`config.mk`:
```
export PLATFORM = sky130hd
export DESIGN_NAME = decode_stage_flat
export DESIGN_NICKNAME = d
export VERILOG_FILES = /design/src/rtl/decode_stage_if.sv /design/src/rtl/decode_stage.sv /design/src/flat_wrapper.sv
export SDC_FILE = /design/constraint.sdc
export NUM_CORES = 1
export LEC_CHECK = 0
export CELL_PAD_IN_SITES_DETAIL_PLACEMENT = 1
export CELL_PAD_IN_SITES_GLOBAL_PLACEMENT = 2
export CORE_MARGIN = 3
export CORE_UTILIZATION = 32
export CTS_BUF_LIST = sky130_fd_sc_hd__clkbuf_2
export DETAILED_ROUTE_END_ITERATION = 16
export PLACE_DENSITY_LB_ADDON = 0.1
export SLEW_MARGIN = 20
export SYNTH_ARGS = -nofsm -noshare
export SYNTH_HDL_FRONTEND = slang
export SYNTH_SLANG_ARGS = --single-unit
export TNS_END_PERCENT = 30
```
`constraint.sdc`:
```
create_clock -name clk -period 6.45 [get_ports clk]
set_input_delay 0.9675 -clock clk [delete_from_list [all_inputs] [get_ports clk]]
set_output_delay 0.9675 -clock clk [all_outputs]
set_load 0.05 [all_outputs]
```
`src/rtl/decode_stage_if.sv`:
```
// Fetch->decode->execute handshake bundle for the decode stage.
interface decode_stage_if;
  logic        in_valid;
  logic        in_ready;
  logic [31:0] in_inst;
  logic [31:0] in_pc;
  logic        out_valid;
  logic        out_ready;
  logic [31:0] out_pc;
  logic [31:0] out_imm;
  logic [4:0]  out_rs1;
  logic [4:0]  out_rs2;
  logic [4:0]  out_rd;
  logic [21:0] out_ctrl;
  logic        out_exc;
  logic [3:0]  out_cause;

  // stage side
  modport master (
    input  in_valid, in_inst, in_pc, out_ready,
    output in_ready, out_valid, out_pc, out_imm, out_rs1, out_rs2, out_rd,
           out_ctrl, out_exc, out_cause
  );

  // fetch/execute side
  modport slave (
    output in_valid, in_inst, in_pc, out_ready,
    input  in_ready, out_valid, out_pc, out_imm, out_rs1, out_rs2, out_rd,
           out_ctrl, out_exc, out_cause
  );
endinterface

```
`src/rtl/decode_stage.sv`:
```
// Registered RV32I/E decode stage: main output register plus one-entry raw
// skid, flush, trap detection and a saturating stall counter.
module decode_stage #(
  parameter bit RV32E    = 1'b0,
  parameter bit EN_ZICSR = 1'b1,
  parameter bit JAL_TRAP = 1'b1,
  parameter int CNT_W    = 16
) (
  input  logic             clk,
  input  logic             resetb,
  input  logic             flush,
  decode_stage_if.master   bus,
  output logic [CNT_W-1:0] stall_cnt
);

  typedef struct packed {
    logic       lui;
    logic       auipc;
    logic       mret;
    logic [1:0] csr_op;
    logic       csr_imm;
    logic       csr;
    logic [1:0] mem_size;
    logic       mem_sext;
    logic       store;
    logic       load;
    logic       branch;
    logic       jalr;
    logic       jal;
    logic       regwrite;
    logic       op2_imm;
    logic       alu_signed;
    logic [3:0] alu_op;
  } ctrl_t;

  localparam logic [3:0] ALU_ADD = 4'd0, ALU_SUB = 4'd1, ALU_SLT = 4'd3, ALU_SRA = 4'd6;

  function automatic logic [3:0] alu_of(input logic [2:0] f3);
    case (f3)
      3'b000:  alu_of = 4'd0;
      3'b001:  alu_of = 4'd2;
      3'b010:  alu_of = 4'd3;
      3'b011:  alu_of = 4'd3;
      3'b100:  alu_of = 4'd4;
      3'b101:  alu_of = 4'd5;
      3'b110:  alu_of = 4'd7;
      default: alu_of = 4'd8;
    endcase
  endfunction

  logic        skid_full;
  logic [31:0] skid_inst, skid_pc;
  logic        accept, handoff, main_load;

  assign accept    = bus.in_valid & bus.in_ready;
  assign handoff   = bus.out_valid & bus.out_ready;
  assign main_load = !bus.out_valid | handoff;

  // The skid holds the raw instruction; whichever entry feeds main is decoded.
  logic [31:0] inst, pc;
  assign inst = skid_full ? skid_inst : bus.in_inst;
  assign pc   = skid_full ? skid_pc   : bus.in_pc;

  logic [6:0] opc, f7;
  logic [2:0] f3;
  assign opc = inst[6:0];
  assign f3  = inst[14:12];
  assign f7  = inst[31:25];

  logic [31:0] imm_i, imm_s, imm_b, imm_u, imm_j;
  assign imm_i = {{20{inst[31]}}, inst[31:20]};
  assign imm_s = {{20{inst[31]}}, inst[31:25], inst[11:7]};
  assign imm_b = {{19{inst[31]}}, inst[31], inst[7], inst[30:25], inst[11:8], 1'b0};
  assign imm_u = {inst[31:12], 12'b0};
  assign imm_j = {{11{inst[31]}}, inst[31], inst[19:12], inst[20], inst[30:21], 1'b0};

  ctrl_t       c;
  logic [31:0] imm;
  logic [4:0]  rs1;
  logic        illegal, ecall, ebreak, tgt_chk, misal, exc;
  logic        use_rs1, use_rs2, use_rd;
  logic [3:0]  cause;

  // Instruction decode and trap classification of the selected entry.
  always_comb begin
    c = '0;
    c.alu_signed = 1'b1;
    imm = '0;
    rs1 = inst[19:15];
    illegal = 1'b0; ecall = 1'b0; ebreak = 1'b0; tgt_chk = 1'b0;
    use_rs1 = 1'b0; use_rs2 = 1'b0; use_rd = 1'b0;
    case (opc)
      7'b0110111: begin c.lui = 1'b1; c.regwrite = 1'b1; c.op2_imm = 1'b1; imm = imm_u;
                        rs1 = 5'd0; use_rd = 1'b1; end
      7'b0010111: begin c.auipc = 1'b1; c.regwrite = 1'b1; c.op2_imm = 1'b1; imm = imm_u;
                        use_rd = 1'b1; end
      7'b1101111: begin c.jal = 1'b1; c.regwrite = 1'b1; imm = imm_j; use_rd = 1'b1;
                        tgt_chk = 1'b1; end
      7'b1100111: begin c.jalr = 1'b1; c.regwrite = 1'b1; c.op2_imm = 1'b1; imm = imm_i;
                        use_rs1 = 1'b1; use_rd = 1'b1; end
      7'b1100011: begin
        c.branch = 1'b1; imm = imm_b; use_rs1 = 1'b1; use_rs2 = 1'b1; tgt_chk = 1'b1;
        c.alu_op = f3[2] ? ALU_SLT : ALU_SUB;
        c.alu_signed = !(f3[2] & f3[1]);
        illegal = (f3 == 3'b010) || (f3 == 3'b011);
      end
      7'b0000011: begin
        c.load = 1'b1; c.regwrite = 1'b1; c.op2_imm = 1'b1; imm = imm_i;
        c.mem_sext = !f3[2]; c.mem_size = f3[1:0]; use_rs1 = 1'b1; use_rd = 1'b1;
        illegal = (f3 == 3'b011) || (f3 == 3'b110) || (f3 == 3'b111);
      end
      7'b0100011: begin
        c.store = 1'b1; c.op2_imm = 1'b1; imm = imm_s; c.mem_size = f3[1:0];
        use_rs1 = 1'b1; use_rs2 = 1'b1;
        illegal = f3[2] || (f3[1:0] == 2'b11);
      end
      7'b0010011: begin
        c.regwrite = 1'b1; c.op2_imm = 1'b1; use_rs1 = 1'b1; use_rd = 1'b1;
        c.alu_op = alu_of(f3); c.alu_signed = (f3 != 3'b011);
        if (f3 == 3'b001 || f3 == 3'b101) begin
          imm = {27'b0, inst[24:20]};
          if (f3 == 3'b101 && f7 == 7'b0100000) c.alu_op = ALU_SRA;
          illegal = (f3 == 3'b001) ? (f7 != 7'b0) : (f7 != 7'b0 && f7 != 7'b0100000);
        end else begin
          imm = imm_i;
        end
      end
      7'b0110011: begin
        c.regwrite = 1'b1; use_rs1 = 1'b1; use_rs2 = 1'b1; use_rd = 1'b1;
        c.alu_op = alu_of(f3); c.alu_signed = (f3 != 3'b011);
        if (f7 == 7'b0100000 && f3 == 3'b000) c.alu_op = ALU_SUB;
        if (f7 == 7'b0100000 && f3 == 3'b101) c.alu_op = ALU_SRA;
        illegal = !(f7 == 7'b0 || (f7 == 7'b0100000 && (f3 == 3'b000 || f3 == 3'b101)));
      end
      7'b0001111: ; // FENCE: no architectural effect in this pipeline
      7'b1110011: begin
        if (f3 == 3'b000) begin
          if (inst == 32'h0000_0073)      ecall  = 1'b1;
          else if (inst == 32'h0010_0073) ebreak = 1'b1;
          else if (inst == 32'h3020_0073) c.mret = 1'b1;
          else                            illegal = 1'b1;
        end else begin
          c.csr = 1'b1; c.csr_imm = f3[2]; c.csr_op = f3[1:0]; c.regwrite = 1'b1;
          imm = {20'b0, inst[31:20]};
          use_rs1 = !f3[2]; use_rd = 1'b1;
          illegal = !EN_ZICSR || (f3 == 3'b100);
        end
      end
      default: illegal = 1'b1;
    endcase
    if (inst[1:0] != 2'b11) illegal = 1'b1;
    if (RV32E && ((use_rs1 && inst[19]) || (use_rs2 && inst[24]) || (use_rd && inst[11])))
      illegal = 1'b1;
    // B/J immediates have bit0 clear, so (pc+imm)[1] needs no carry term.
    misal = JAL_TRAP && tgt_chk && (pc[1] ^ imm[1]);
    exc   = illegal | ecall | ebreak | misal;
    cause = illegal ? 4'd2 : ecall ? 4'd11 : ebreak ? 4'd3 : 4'd0;
    if (exc) begin
      c.regwrite = 1'b0; c.store = 1'b0; c.csr = 1'b0; c.mret = 1'b0;
    end
  end

  // Main/skid occupancy, output register load and registered in_ready.
  always_ff @(posedge clk) begin
    if (!resetb) begin
      bus.out_valid <= 1'b0; bus.in_ready <= 1'b1; skid_full <= 1'b0;
      skid_inst <= '0; skid_pc <= '0;
      bus.out_pc <= '0; bus.out_imm <= '0; bus.out_rs1 <= '0; bus.out_rs2 <= '0;
      bus.out_rd <= '0; bus.out_ctrl <= '0; bus.out_exc <= 1'b0; bus.out_cause <= '0;
    end else if (flush) begin
      bus.out_valid <= 1'b0; bus.in_ready <= 1'b1; skid_full <= 1'b0;
    end else if (main_load) begin
      // skid_full implies in_ready=0, so skid drain and accept never coincide
      bus.out_valid <= skid_full | accept;
      if (skid_full | accept) begin
        bus.out_pc <= pc; bus.out_imm <= imm; bus.out_rs1 <= rs1;
        bus.out_rs2 <= inst[24:20]; bus.out_rd <= inst[11:7]; bus.out_ctrl <= c;
        bus.out_exc <= exc; bus.out_cause <= cause;
      end
      skid_full <= 1'b0; bus.in_ready <= 1'b1;
    end else if (accept) begin
      skid_inst <= bus.in_inst; skid_pc <= bus.in_pc;
      skid_full <= 1'b1; bus.in_ready <= 1'b0;
    end
  end

  // Saturating count of cycles the bundle waits on execute.
  always_ff @(posedge clk) begin
    if (!resetb)
      stall_cnt <= '0;
    else if (bus.out_valid && !bus.out_ready && stall_cnt != {CNT_W{1'b1}})
      stall_cnt <= stall_cnt + 1'b1;
  end

endmodule

```
`src/flat_wrapper.sv`:
```
// flat-port wrapper written by rule: the top's interface ports become plain ports
module decode_stage_flat 
#(
  parameter bit RV32E    = 1'b0,
  parameter bit EN_ZICSR = 1'b1,
  parameter bit JAL_TRAP = 1'b1,
  parameter int CNT_W    = 16
)
  (clk, resetb, flush, stall_cnt, bus_in_valid, bus_in_inst, bus_in_pc, bus_out_ready, bus_in_ready, bus_out_valid, bus_out_pc, bus_out_imm, bus_out_rs1, bus_out_rs2, bus_out_rd, bus_out_ctrl, bus_out_exc, bus_out_cause);
  decode_stage_if bus_i ();
  input  logic clk;
  input  logic resetb;
  input  logic flush;
  output logic [CNT_W-1:0] stall_cnt;
  input wire logic [$bits(bus_i.in_valid)-1:0] bus_in_valid;
  input wire logic [$bits(bus_i.in_inst)-1:0] bus_in_inst;
  input wire logic [$bits(bus_i.in_pc)-1:0] bus_in_pc;
  input wire logic [$bits(bus_i.out_ready)-1:0] bus_out_ready;
  output wire logic [$bits(bus_i.in_ready)-1:0] bus_in_ready;
  output wire logic [$bits(bus_i.out_valid)-1:0] bus_out_valid;
  output wire logic [$bits(bus_i.out_pc)-1:0] bus_out_pc;
  output wire logic [$bits(bus_i.out_imm)-1:0] bus_out_imm;
  output wire logic [$bits(bus_i.out_rs1)-1:0] bus_out_rs1;
  output wire logic [$bits(bus_i.out_rs2)-1:0] bus_out_rs2;
  output wire logic [$bits(bus_i.out_rd)-1:0] bus_out_rd;
  output wire logic [$bits(bus_i.out_ctrl)-1:0] bus_out_ctrl;
  output wire logic [$bits(bus_i.out_exc)-1:0] bus_out_exc;
  output wire logic [$bits(bus_i.out_cause)-1:0] bus_out_cause;
  assign bus_i.in_valid = bus_in_valid;
  assign bus_i.in_inst = bus_in_inst;
  assign bus_i.in_pc = bus_in_pc;
  assign bus_i.out_ready = bus_out_ready;
  assign bus_in_ready = bus_i.in_ready;
  assign bus_out_valid = bus_i.out_valid;
  assign bus_out_pc = bus_i.out_pc;
  assign bus_out_imm = bus_i.out_imm;
  assign bus_out_rs1 = bus_i.out_rs1;
  assign bus_out_rs2 = bus_i.out_rs2;
  assign bus_out_rd = bus_i.out_rd;
  assign bus_out_ctrl = bus_i.out_ctrl;
  assign bus_out_exc = bus_i.out_exc;
  assign bus_out_cause = bus_i.out_cause;
  decode_stage #(.RV32E(RV32E), .EN_ZICSR(EN_ZICSR), .JAL_TRAP(JAL_TRAP), .CNT_W(CNT_W)) u_core (.clk(clk), .resetb(resetb), .flush(flush), .bus(bus_i), .stall_cnt(stall_cnt));
endmodule
```
---- Yosys cells after proc, flatten, opt, wreduce, memory -nomap -nowiden ----
Cells that the tools add are included.
cells by class
  add/subtract/negate cells ............... 1
  multipliers ............................. 0
  divide/modulo/power cells ............... 0
  order comparisons ....................... 0
  equal/unequal tests ..................... 27
  shift operators ......................... 0
  muxes and demuxes ....................... 54
  bitwise operators ....................... 12
  reductions and logical operators ........ 34
operators by type and width
  cell                                                                     count
  32-bit one-hot mux with 7 select lines                                   1
  32-bit 2-to-1 mux                                                        3
  1-bit 2-to-1 mux                                                         33
  32-bit by 21-bit equality test with 1-bit output, second input constant  1
  32-bit by 30-bit equality test with 1-bit output, second input constant  1
  32-bit by 7-bit equality test with 1-bit output, second input constant   1
  7-bit by 6-bit equality test with 1-bit output, second input constant    4
  7-bit equality test, second input constant                               4
  4-bit 2-to-1 mux                                                         7
  4-bit one-hot mux with 6 select lines                                    1
  16-bit by 1-bit adder with 16-bit output, second input constant          1
  16-bit != test, second input constant                                    1
  5-bit one-hot mux with 3 select lines                                    1
  7-bit by 5-bit equality test with 1-bit output, second input constant    2
  3-bit equality test, second input constant                               4
  12-bit 2-to-1 mux                                                        1
  2-bit OR reduction                                                       6
  5-bit 2-to-1 mux                                                         2
  7-bit by 2-bit equality test with 1-bit output, second input constant    1
  7-bit by 4-bit equality test with 1-bit output, second input constant    1
  1-bit logical AND                                                        7
  7-bit zero test                                                          1
  1-bit logical OR                                                         7
  7-bit by 6-bit != test with 1-bit output, second input constant          1
  20 further kinds                                                         36
word-level totals
  flip-flop bits (word level) ............. 189
  latch bits .............................. 0
  memory bits (writable) .................. 0
  ROM bits ................................ 0
  input bits .............................. 69
  logic and storage cells ................. 142
  memories ................................ 0

---- Longest topological paths before layout ----
  depth after elaboration ................. 12
  mapped depth ............................ 12
  depth with buffers taken out ............ 7

---- Worst setup path after synthesis ----
Ideal clock, no wire load.
  path kind ............................... input to register
  start ................................... input bus_in_inst[4]
  end ..................................... register u_core.bus.out_exc
  library setup time ...................... 0.059 ns
  data arrival time ....................... 2.680 ns
  setup slack ............................. 3.711 ns
  cell stages on the path ................. 7
  path buffers ............................ 1
  path through ............................ or3b_4 -> a22o_4 -> or4_1 -> buf_2 -> and3_1 -> o31ai_2 -> o211a_1
on the way
  word-level cells in the longest chain between the ends .. 11
  elaborated cells on any way between the ends .. 39
  those cells by class .................... eq/ne (14); mux (16); bitwise (4); reduce/logical (5)
RTL lines
  what                                              RTL line               text
  from (decl)                                       flat_wrapper.sv:16     input wire logic [$bits(bus_i.in_inst)-1:0] bus_in_inst;
  32-bit 2-to-1 mux *                               decode_stage.sv:61     assign inst = skid_full ? skid_inst : bus.in_inst;
  32-bit by 30-bit equality test with 1-bit output  decode_stage.sv:140    else if (inst == 32'h3020_0073) c.mret = 1'b1;
  1-bit 2-to-1 mux                                  decode_stage.sv:140
  1-bit 2-to-1 mux                                  decode_stage.sv:139    else if (inst == 32'h0010_0073) ebreak = 1'b1;
  1-bit 2-to-1 mux                                  decode_stage.sv:138    if (inst == 32'h0000_0073) ecall = 1'b1;
  1-bit 2-to-1 mux                                  decode_stage.sv:137    if (f3 == 3'b000) begin
  1-bit one-hot mux with 7 select lines             decode_stage.sv:92     case (opc)
  1-bit 2-to-1 mux                                  decode_stage.sv:151    if (inst[1:0] != 2'b11) illegal = 1'b1;
  1-bit bitwise OR (2 in a row)                     decode_stage.sv:156    exc = illegal | ecall | ebreak | misal;
  1-bit bitwise OR *                                decode_stage.sv:156
  to (signal assigned)                              decode_stage.sv:169    bus.out_rd <= '0; bus.out_ctrl <= '0; bus.out_exc <= 1'b0; bus.out_cause <= '0;
  to (signal assigned)                              decode_stage.sv:178    bus.out_exc <= exc; bus.out_cause <= cause;
  to (decl)                                         decode_stage_if.sv:22  out_ctrl, out_exc, out_cause
Every way passes the cells marked *; elsewhere a longest branch is shown, timed or not.
A chain may end at the register's enable or synchronous reset.

---- Final worst setup path ----
  start ................................... register u_core.skid_full
  end ..................................... register u_core.bus.out_imm[23]
on the way
  word-level cells in the longest chain between the ends .. 5
  elaborated cells on any way between the ends .. 19
  those cells by class .................... eq/ne (11); mux (3); bitwise (1); reduce/logical (4)
RTL lines
  what                                                                                          RTL line               text
  from (decl)                                                                                   decode_stage.sv:51     logic skid_full;
  from (signal assigned)                                                                        decode_stage.sv:166    bus.out_valid <= 1'b0; bus.in_ready <= 1'b1; skid_full <= 1'b0;
  from (signal assigned)                                                                        decode_stage.sv:171    bus.out_valid <= 1'b0; bus.in_ready <= 1'b1; skid_full <= 1'b0;
  from (signal assigned)                                                                        decode_stage.sv:180    skid_full <= 1'b0; bus.in_ready <= 1'b1;
  32-bit 2-to-1 mux                                                                             decode_stage.sv:61
  3-bit by 1-bit equality test with 1-bit output / 3-bit equality test (equally long branches)  decode_stage.sv:120    if (f3 == 3'b001 || f3 == 3'b101) begin
  1-bit logical OR                                                                              decode_stage.sv:120
  32-bit 2-to-1 mux                                                                             decode_stage.sv:120
  32-bit one-hot mux with 7 select lines                                                        decode_stage.sv:92
  to (signal assigned)                                                                          decode_stage.sv:176    bus.out_pc <= pc; bus.out_imm <= imm; bus.out_rs1 <= rs1;
  to (decl)                                                                                     decode_stage_if.sv:21  output in_ready, out_valid, out_pc, out_imm, out_rs1, out_rs2, out_rd,
Several ways; a longest one is shown, not always the timed one.

==> flow_summary.html <==
<table>
<tr><th>Metric</th><th>Value</th></tr>
<tr><th colspan="2">Timing</th></tr>
<tr><td>Fmax achieved</td><td>253 MHz</td></tr>
<tr><td>Least-Margin Pin Slew</td><td>1.12 ns</td></tr>
<tr><td>Max Clock Skew</td><td>0.0484 ns</td></tr>
<tr><td>Final TNS setup</td><td>0 ns</td></tr>
<tr><td>Slew margin rel.</td><td>0.229</td></tr>
<tr><td>Share of the cycle needed by the critical path after routing</td><td>0.613</td></tr>
<tr><td>WHS</td><td>0.473 ns</td></tr>
<tr><td>Unrepaired setup endpoints after global routing</td><td>false</td></tr>
<tr><td>Total count of max-transition violations in the final report</td><td>0</td></tr>
<tr><td>Post-layout min period</td><td>3.96 ns</td></tr>
<tr><td>Setup violations, final</td><td>0</td></tr>
<tr><td>Final Hold Vio Count</td><td>0</td></tr>
<tr><th colspan="2">Pwr</th></tr>
<tr><td>Leakage power total</td><td>3.43 nW</td></tr>
<tr><td>Worst ir drop on vdd</td><td>0.111 mV</td></tr>
<tr><td>Power per unit of standard cell area</td><td>207 nW/um^2</td></tr>
<tr><td>Total Power</td><td>0.00221 W</td></tr>
<tr><th colspan="2">Synthesis</th></tr>
<tr><td>Mapped cell area</td><td>8300 um^2</td></tr>
<tr><td>Yosys warning count</td><td>0</td></tr>
<tr><td>Net Count, Synth</td><td>1,068</td></tr>
<tr><td>Syn avg cell area</td><td>8.31 um^2</td></tr>
<tr><td>Cell variety after synth</td><td>63</td></tr>
<tr><td>Fraction of registers with async set/reset</td><td>0</td></tr>
<tr><td>Portion of synthesized cell area occupied by the leading cell type</td><td>0.454</td></tr>
<tr><td>Seq cells post-synth</td><td>188</td></tr>
<tr><td>Cell count after synthesis</td><td>998</td></tr>
<tr><td>Sequential element share of the synthesized area</td><td>0.454</td></tr>
<tr><td>Dominant register cell in the synthesized netlist</td><td>dfxtp_1</td></tr>
<tr><td>Cell types with the largest area share after synthesis</td><td>dfxtp_1 (45%), nand2_1 (8.5%), a21oi_1 (6.8%)</td></tr>
<tr><td>Cell taking the most area after synthesis</td><td>dfxtp_1</td></tr>
<tr><td>Post-synth EDFFs</td><td>0</td></tr>
<tr><th colspan="2">Clock network</th></tr>
<tr><td>H-tree levels</td><td>4</td></tr>
<tr><td>Number of buffers added for setup after CTS</td><td>0</td></tr>
<tr><td>Number of clock sinks</td><td>188</td></tr>
<tr><td>TritonCTS clock tree</td><td>yes</td></tr>
<tr><td>Number of buffers created by CTS</td><td>17</td></tr>
<tr><td>Maximum buffer depth of the clock tree</td><td>2</td></tr>
<tr><td>Reg clk slew, reported paths</td><td>0.34 ns</td></tr>
<tr><td>Number of gates resized after cts</td><td>0</td></tr>
<tr><td>Library cell used as clock root buffer</td><td>clkbuf_2</td></tr>
<tr><td>Number of buffers added to fix hold violations after cts</td><td>0</td></tr>
<tr><td>Clock latency on the worst-skew pair</td><td>0.79 ns</td></tr>
<tr><th colspan="2">Run status</th></tr>
<tr><td>Result of the run</td><td>finished clean</td></tr>
<tr><th colspan="2">Floorplan</th></tr>
<tr><td>Die ar.</td><td>27,900 um^2</td></tr>
<tr><td>Starting density of the core</td><td>0.328</td></tr>
<tr><td># IOs</td><td>193</td></tr>
<tr><td>Area of the core region</td><td>25,300 um^2</td></tr>
<tr><td>Number of placement rows</td><td>58</td></tr>
<tr><td>DIE WIDTH</td><td>167 um</td></tr>
<tr><td>Vert. Die Dim</td><td>167 um</td></tr>
<tr><th colspan="2">Routing</th></tr>
<tr><td>Drc violations</td><td>0</td></tr>
<tr><td>First-pass DRT Iterations</td><td>5</td></tr>
<tr><td>Vias after detailed routing</td><td>7,792</td></tr>
<tr><td>Total wire length</td><td>29,100 um</td></tr>
<tr><td>Detail-routed net length per standard cell</td><td>19.5 um</td></tr>
<tr><td>Remaining antenna violation count</td><td>0</td></tr>
<tr><td>Vias per cell</td><td>5.22</td></tr>
<tr><td>Initial detailed-routing violation count</td><td>585</td></tr>
<tr><th colspan="2">Global route</th></tr>
<tr><td>Antenna violations before repair</td><td>1</td></tr>
<tr><td>Routing layer with the top usage in global route</td><td>met2</td></tr>
<tr><td>Met3 usage in global routing</td><td>0.0370</td></tr>
<tr><td>Via count of the first global-routing pass</td><td>7,791</td></tr>
<tr><td>Global-route usage over all layers</td><td>0.203</td></tr>
<tr><td>Leftover overflow at the end of global routing</td><td>0</td></tr>
<tr><td>Maximum number of pins on one net before global-route repair</td><td>127</td></tr>
<tr><td>Global-route wire length before repair</td><td>45,300 um</td></tr>
<tr><td>Routing usage on met1</td><td>0.286</td></tr>
<tr><td>Met2 global-route usage</td><td>0.324</td></tr>
<tr><th colspan="2">Layout</th></tr>
<tr><td>Area Overhead vs Synth</td><td>28.7%</td></tr>
<tr><td>Ratio of cells with drive above 1 in the final layout</td><td>0.0690</td></tr>
<tr><td>Commonest non-fill, non-tap cell in the layout</td><td>clkdlybuf4s50_1</td></tr>
<tr><td>Number of fill cells in the layout</td><td>3,015</td></tr>
<tr><td>Post-route design area</td><td>10,700 um^2</td></tr>
<tr><td>Highest-count cells in the layout ignoring fill and taps</td><td>clkdlybuf4s50_1 (191), nand2_1 (188), dfxtp_1 (187), a21oi_1 (113), nor2_1 (96)</td></tr>
<tr><td>Final net count</td><td>1,217</td></tr>
<tr><td>Share of the core filled with cells in the final layout</td><td>0.422</td></tr>
<tr><th colspan="2">Worst setup path</th></tr>
<tr><td>Crit path arrival time</td><td>4.67 ns</td></tr>
<tr><td>Worst setup EP type</td><td>flop</td></tr>
<tr><td>Kind of start point of the critical path</td><td>flop</td></tr>
<tr><td>Standard cell with the maximum stage delay on the critical path</td><td>mux2i_1</td></tr>
<tr><td>Peak per-stage delay on the critical path</td><td>1.00 ns</td></tr>
<tr><td>CP Class</td><td>reg2reg</td></tr>
<tr><td>Worst Path Required</td><td>7.16 ns</td></tr>
<tr><td>Series of cell instances along the critical path</td><td>mux2i_1 -&gt; nand3_1 -&gt; nor3_1 -&gt; a2111o_1 -&gt; nand2b_1 -&gt; nand2_1 -&gt; a31oi_1</td></tr>
<tr><td>Top fanout value on the critical path</td><td>59</td></tr>
<tr><th colspan="2">Placement</th></tr>
<tr><td>Global placer's final weighted congestion</td><td>0.852</td></tr>
<tr><td>Total placed instance area</td><td>10,400 um^2</td></tr>
<tr><td>IO buf count</td><td>191</td></tr>
<tr><td>Half-perimeter wire length of the detailed placement result</td><td>20,300 um</td></tr>
<tr><th colspan="2">Flow run</th></tr>
<tr><td>Maxcap violations</td><td>0</td></tr>
<tr><th colspan="2">Min path</th></tr>
<tr><td>Worst Hold Class</td><td>reg2reg</td></tr>
</table>
[worst max-delay path, delay by kind of cell (launching register included)]
| kind | cells | cell delay, ns |
|---|---|---|
| flip-flops | 1 | 0.93 |
| multiplexers | 1 | 1.00 |
| AO/OA/AOI/OAI | 2 | 0.43 |
| AND/OR/NAND/NOR | 4 | 1.49 |
[cells by family (layout without fill, tap and decap cells)]
group                      Yosys count  count (layout)  share of synthesized area
adders and majority gates            1               1                    0.00151
DFF                                188             188                      0.454
buffers and inverters               79             241                     0.0413
muxes                               66              66                     0.0823
and+or+nand+nor                    402             402                      0.222
AOI/OAI and AO/OA                  248             248                      0.185
xor gates and xnor gates            13              13                     0.0137
other                                1               3                   0.000452
[routing by layer]
layer,wire length [um],part of all wire
met1,14100,0.48
met2,13300,0.46
met3,1360,0.047
met4,386,0.013
met5,0,0
[final timing paths]
check	slack, ns	depth (start not counted)	endpoint	startpoint
setup / recovery	2.49	7	u_core.bus.out_imm[23]	u_core.skid_full
hold / removal	0.47	2	u_core.skid_pc[4]	u_core.skid_pc[4]
setup reg to reg	2.49	7	u_core.bus.out_imm[23]	u_core.skid_full
hold reg to reg	0.47	2	u_core.skid_pc[4]	u_core.skid_pc[4]
[synthesized netlist by cell type, types with 4 or more instances]
library cell / count
a211oi_1: 42
a21oi_1: 113
a22oi_1: 18
a2bb2oi_1: 6
a31oi_1: 6
and2_1: 6
and3_1: 4
buf_2: 13
clkbuf_1: 50
dfxtp_1: 188
inv_1: 7
mux2_2: 15
mux2i_1: 50
nand2_1: 188
nand2b_1: 7
nand3_1: 23
nand4_1: 8
nor2_1: 96
nor2b_1: 5
nor3_1: 25
nor3b_1: 7
nor4_1: 4
o21ai_0: 34
o22ai_1: 8
or3_1: 4
or4_1: 4
xnor2_1: 8
xor2_1: 5
[flip-flops by register name, summed over array words and instances (netlist names), 5 cells and up]
name                 flops
u_core.bus.out_imm      32
u_core.bus.out_rs1       5
u_core.bus.out_rd        5
u_core.stall_cnt        16
u_core.skid_pc          32
u_core.bus.out_ctrl     22
u_core.bus.out_pc       32
u_core.skid_inst        32
u_core.bus.out_rs2       5
[per-stage QoR]
step	std cells	setup WS, ns
floorplan	998	3.71
global placement	1458	2.42
detailed placement	1458	2.29
CTS	1490	2.53
global route	1492	2.24
finish	1492	2.49
[area by class of cell]
type / count / area, um^2 / share of cell area
multi-input cells: 731 / 4200 / 0.394
inverters: 8 / 32.5 / 0.00305
diodes: 2 / 5.00 / 0.000469
clock inverters: 14 / 169 / 0.0158
well taps: 330 / 413 / 0.0387
clock buffers: 18 / 90.1 / 0.00843
flip-flops and latches: 188 / 3770 / 0.353
repair buffers: 201 / 2000 / 0.187
[where the power goes]
part           internal (W)  total (W)  switching (W)
logic              0.000122   0.000342       0.000220
clock network      0.000170   0.000659       0.000489
registers           0.00119    0.00121      0.0000167
total               0.00149    0.00221       0.000725
Note: power is estimated with default switching activity, not from simulation.
